--- config.mk ---
export PLATFORM = sky130hd
export DESIGN_NAME = fb_phase_meter
export DESIGN_NICKNAME = d
export VERILOG_FILES = /design/src/rtl/fb_phase_meter.sv
export SDC_FILE = /design/constraint.sdc
export NUM_CORES = 1
export LEC_CHECK = 0
export ABC_AREA = 1
export ABC_CLOCK_PERIOD_IN_PS = 5000
export CAP_MARGIN = 10
export CORE_ASPECT_RATIO = 1.4
export CORE_MARGIN = 2
export CORE_UTILIZATION = 40
export CTS_CLUSTER_DIAMETER = 60
export DETAILED_ROUTE_END_ITERATION = 16
export MAX_ROUTING_LAYER = met4
export SYNTH_ARGS = -nofsm -noshare
export SYNTH_HDL_FRONTEND = slang
export SYNTH_SLANG_ARGS = --single-unit
--- constraint.sdc ---
create_clock -name Clock -period 5 [get_ports Clock]
set_clock_uncertainty 0.1 [all_clocks]
set_input_delay 0.75 -clock Clock [delete_from_list [all_inputs] [get_ports Clock]]
set_output_delay 0.75 -clock Clock [all_outputs]
set_load 0.1 [all_outputs]
--- src/rtl/fb_phase_meter.sv ---
// Phase meter: measures the averaged SigRef period and the SigRef-rise to SigFb-rise lag.
// Both inputs are asynchronous and pass through 2-flop synchronizers before edge detection.
module fb_phase_meter #(
    parameter int CNT_W    = 24,
    parameter int AVG_LOG2 = 2
) (
    input  logic             Clock,
    input  logic             Rst_n,
    input  logic             SigRef,
    input  logic             SigFb,
    input  logic             Start,
    output logic             Busy,
    output logic             Done,
    output logic [CNT_W-1:0] Period,
    output logic [CNT_W-1:0] PhaseLag,
    output logic             Timeout
);

    localparam int ACC_W = CNT_W + AVG_LOG2;
    localparam logic [AVG_LOG2:0] NAVG    = (AVG_LOG2+1)'(2 ** AVG_LOG2);
    localparam logic [CNT_W-1:0]  CNT_MAX = '1;

    typedef enum logic [1:0] {IDLE, ARM, MEAS, DONE} state_t;

    state_t            state;
    logic [2:0]        ref_sync, fb_sync;
    logic [CNT_W-1:0]  per_cnt, lag_cnt, lag_q;
    logic [ACC_W-1:0]  acc;
    logic [AVG_LOG2:0] idx;
    logic              lag_armed, lag_seen;

    logic              ref_rise, fb_rise;
    logic [ACC_W-1:0]  acc_sum;
    logic [AVG_LOG2:0] idx_inc;
    logic [CNT_W-1:0]  lag_inc;

    assign ref_rise = ref_sync[1] & ~ref_sync[2];
    assign fb_rise  = fb_sync[1] & ~fb_sync[2];
    assign acc_sum  = acc + ACC_W'(per_cnt);
    assign idx_inc  = idx + 1'b1;
    // Lag counts the edge cycle itself, so a SigFb rise k cycles after SigRef latches k.
    assign lag_inc  = (lag_cnt == CNT_MAX) ? CNT_MAX : lag_cnt + 1'b1;

    always_ff @(posedge Clock or negedge Rst_n) begin
        if (!Rst_n) begin
            ref_sync <= '0;
            fb_sync  <= '0;
        end else begin
            ref_sync <= {ref_sync[1:0], SigRef};
            fb_sync  <= {fb_sync[1:0], SigFb};
        end
    end

    always_ff @(posedge Clock or negedge Rst_n) begin
        if (!Rst_n) begin
            state     <= IDLE;
            Busy      <= 1'b0;
            Done      <= 1'b0;
            Period    <= '0;
            PhaseLag  <= '0;
            Timeout   <= 1'b0;
            per_cnt   <= '0;
            lag_cnt   <= '0;
            lag_q     <= '0;
            acc       <= '0;
            idx       <= '0;
            lag_armed <= 1'b0;
            lag_seen  <= 1'b0;
        end else begin
            case (state)
                IDLE: begin
                    Done <= 1'b0;
                    if (Start) begin
                        state     <= ARM;
                        Busy      <= 1'b1;
                        per_cnt   <= '0;
                        acc       <= '0;
                        idx       <= '0;
                        lag_seen  <= 1'b0;
                        lag_armed <= 1'b0;
                    end
                end
                ARM, MEAS: begin
                    if (ref_rise) begin
                        per_cnt   <= CNT_W'(1);
                        lag_cnt   <= '0;
                        lag_armed <= ~fb_rise;
                        if (fb_rise) begin
                            lag_q    <= '0;
                            lag_seen <= 1'b1;
                        end
                        if (state == ARM) begin
                            state <= MEAS;
                        end else begin
                            acc <= acc_sum;
                            idx <= idx_inc;
                            if (idx_inc == NAVG) begin
                                state    <= DONE;
                                Busy     <= 1'b0;
                                Done     <= 1'b1;
                                Period   <= CNT_W'(acc_sum >> AVG_LOG2);
                                PhaseLag <= lag_seen ? lag_q : CNT_MAX;
                                Timeout  <= 1'b0;
                            end
                        end
                    end else if (per_cnt == CNT_MAX) begin
                        state    <= DONE;
                        Busy     <= 1'b0;
                        Done     <= 1'b1;
                        Period   <= '0;
                        PhaseLag <= '0;
                        Timeout  <= 1'b1;
                    end else begin
                        per_cnt <= per_cnt + 1'b1;
                        if (state == MEAS && lag_armed) begin
                            if (fb_rise) begin
                                lag_q     <= lag_inc;
                                lag_seen  <= 1'b1;
                                lag_armed <= 1'b0;
                            end else begin
                                lag_cnt <= lag_inc;
                            end
                        end
                    end
                end
                DONE: begin
                    Done  <= 1'b0;
                    state <= IDLE;
                end
                default: state <= IDLE;
            endcase
        end
    end

endmodule
==> summary.txt <==
Detailed-route vias per instance = 5.00
Slowest stage cell, crit path = nand3_2
Worst-Margin Slew = 0.986 ns
Initial antenna violation count = 0
Leading area contributor after synthesis = dfrtp_1
Synth cell count leaders = nand2_1 (475), dfrtp_1 (162), inv_1 (136), nor2_1 (134), nand3_1 (107)
Area share of the largest cell type after synthesis = 0.419
Estimated wirelength of the detail-placed design = 19500 um
Worst Setup SP = state[0]$_DFFE_PN0P_
Fill cells = 2454
Critical path buffers and inverters = 3
Simple-gate share of the synthesized area = 0.341
IO buf count = 55
Worst EP arrival = 3.72 ns
Htree depth = 4
Cell Chain, Critical Path = inv_1, ha_1, buf_4, inv_1, nor2_1, o21ai_1, nand3_2, nor2_4, nand3_1, nand2_1
Hold path cells = 0
Hold Startpoint = ref_sync[0]$_DFF_PN0_
Hold slack = 0.251 ns
Compound-Gate Fraction of Synth Area = 0.0899
Total number of vias = 8547
Dpl cells = 1678
Die Wd = 135 um
Syn Nets = 1386
Remaining DRCs = 0
Root buffer cell = clkbuf_16
Max Cap Violations = 0
Gate Count Post-Synth = 1346
Fin crit share = 0.690
Post-CTS Hold Fix Bufs = 0
First-pass GRT wire length = 42600 um
Commonest register cell after synthesis = dfrtp_1
Overflow after GRT = 0
Worst setup SP type = register
Synth unique cells = 40
Critical Path Max Stage Delay = 0.77 ns
Worst R2R Start = state[0]$_DFFE_PN0P_
Top-count cell post-synth = nand2_1
Post-CTS sizing = 0
Post-CTS Setup Inserts = 0
Avg WL per Cell = 15.3 um
Total CTS buffers = 17
Yosys warning count = 0
Routed wire length = 26200 um
Synth area leaders = dfrtp_1 (42%), nand2_1 (18%), nand3_1 (5.5%)
Sequential fraction of the synthesis area = 0.419
Post-synthesis mux area share = 0.00414
F_max = 0.290 GHz
Asr flop ratio synth = 1.00
Peak supply drop = 0.402 mV
Final core utilization = 0.463
Placer Congestion = 0.926
Relative max-transition margin = 0.342
Vias in the first global route = 8503
WS Path Type = reg -> reg
Finish-stage setup viols = 0
RSZ-0062 raised after global routing = no
Share of cells above drive strength 1 = 0.0643
Area growth syn-to-layout = 14.2%
Critical Path Stages = 10
TritonCTS clock tree = built
Final Non-Filler Cells = 1710
Layout Nets = 1427
Hold Vio Cnt, Final = 0
Clock-pin slew on the worst setup and hold paths = 0.06 ns
Core area = 23900 um2
#FFs+latches synth = 162
R2R cell count = 10
Initial drt markers = 489
Critical Path End Type = register
Initial Util = 0.405
Die ar. = 25500 um2
Ant diodes = 0
Clock Latency Late Sink = 0.44 ns
Average size of a mapped cell = 7.19 um2
Die Y = 188 um
Antenna-violating nets left = 0
Cell family with most CP delay = simple AND/OR/NAND/NOR gates
Main combinational cell family by area after synthesis = simple AND/OR/NAND/NOR gates
Clock sinks = 162
I/O Pins = 56
Status = completed
Leak = 5.47 nW
Setup TNS = 0 ns
Worst Hold Class = reg -> reg
Row count = 67
Area after DPL = 10500 um2
Slew Viols, Final = 0
Max clock buf depth = 2
First-pass DRT Iterations = 5
Most used cell, CP = inv_1
Crit Path Max Fanout = 38
Pwr dens = 435 nW/um2
Post-synth EDFFs = 0
Adder-cell share of the synthesized area = 0.0460
Data required, critical path = 5.27 ns
Crit path time final = 3.45 ns
XOR/XNOR share of the synthesized area = 0.0208
Finished Cell Area = 11100 um2
Pin count of the biggest net entering global routing = 100
Cell Area, Synth = 9680 um2
All-Layer GR Usage = 0.221
[path summary, 6_finish.rpt]
kind                                             to  slack [ns]
setup / recovery             Period[18]$_DFFE_PN0P_        1.55
hold / removal                ref_sync[1]$_DFF_PN0_        0.25
setup reg to reg             Period[18]$_DFFE_PN0P_        1.55
hold reg to reg               ref_sync[1]$_DFF_PN0_        0.25
max in group asynchronous  PhaseLag[22]$_DFFE_PN0P_        3.60
min in group asynchronous     Period[6]$_DFFE_PN0P_        0.31
[routing by layer]
metal	vias up	track usage	part of all wire	routed length (um)
li1	4371	-	-	-
met1	3998	0.238	0.40	10400
met2	127	0.400	0.55	14400
met3	51	0.0303	0.022	569
met4	0	0.0966	0.034	879
met5	-	-	0	0
[metrics by stage]
| step | setup slack, ns | total power (W) |
|---|---|---|
| after floorplan | 2.98 | 0.00304 |
| after global placement | 1.58 | 0.00348 |
| after detailed placement | 1.48 | 0.00349 |
| after CTS | 1.44 | 0.00486 |
| after global routing | 1.21 | 0.00506 |
| final | 1.55 | 0.00481 |
[cells by family (layout without fill, tap and decap cells)]
family | after synthesis | in the layout
compound gates | 151 | 151
xor+xnor | 23 | 23
fa+ha+maj | 35 | 35
buf+inv | 184 | 238
flops | 162 | 162
mux | 4 | 4
simple gates | 787 | 787
[placed cells by master, fill, tap and decap left out, types with 5 or more instances in the layout]
cell type        instances
nand4_1                 21
o21ai_1                 57
buf_4                    5
o21ai_2                 21
nand3b_1                 8
o21ai_0                 36
xor2_1                  13
nand3_1                107
nor2_2                   7
nor2_1                 134
ha_1                    34
clkbuf_16               17
a21oi_1                 25
nand2_2                  5
dfrtp_1                162
nor3_1                  16
inv_1                  136
clkdlybuf4s50_1         54
xnor2_1                 10
nand2_1                475
inv_2                    9
[layout make-up]
class / count / area [um2] / share of cell area
Clock buffer: 20 / 457 / 0.0413
Inverter: 145 / 544 / 0.0492
Multi-Input combinational cell: 1000 / 4850 / 0.439
Clock inverter: 12 / 145 / 0.0131
Tap cell: 310 / 388 / 0.0351
Sequential cell: 162 / 4050 / 0.367
Timing Repair Buffer: 61 / 609 / 0.0551
[sequential cells by signal, summed over array words and instances, names as in the netlist, 24 cells and up]
register and flops:
Period 24, PhaseLag 24, acc 26, lag_cnt 24, lag_q 24, per_cnt 24
[power by group]
group | internal, W | switching [W]
combinational | 0.000421 | 0.00146
sequential | 0.00146 | 0.000112
clock | 0.000775 | 0.000583
total | 0.00265 | 0.00215
Note: power is estimated with default switching activity, not from simulation.
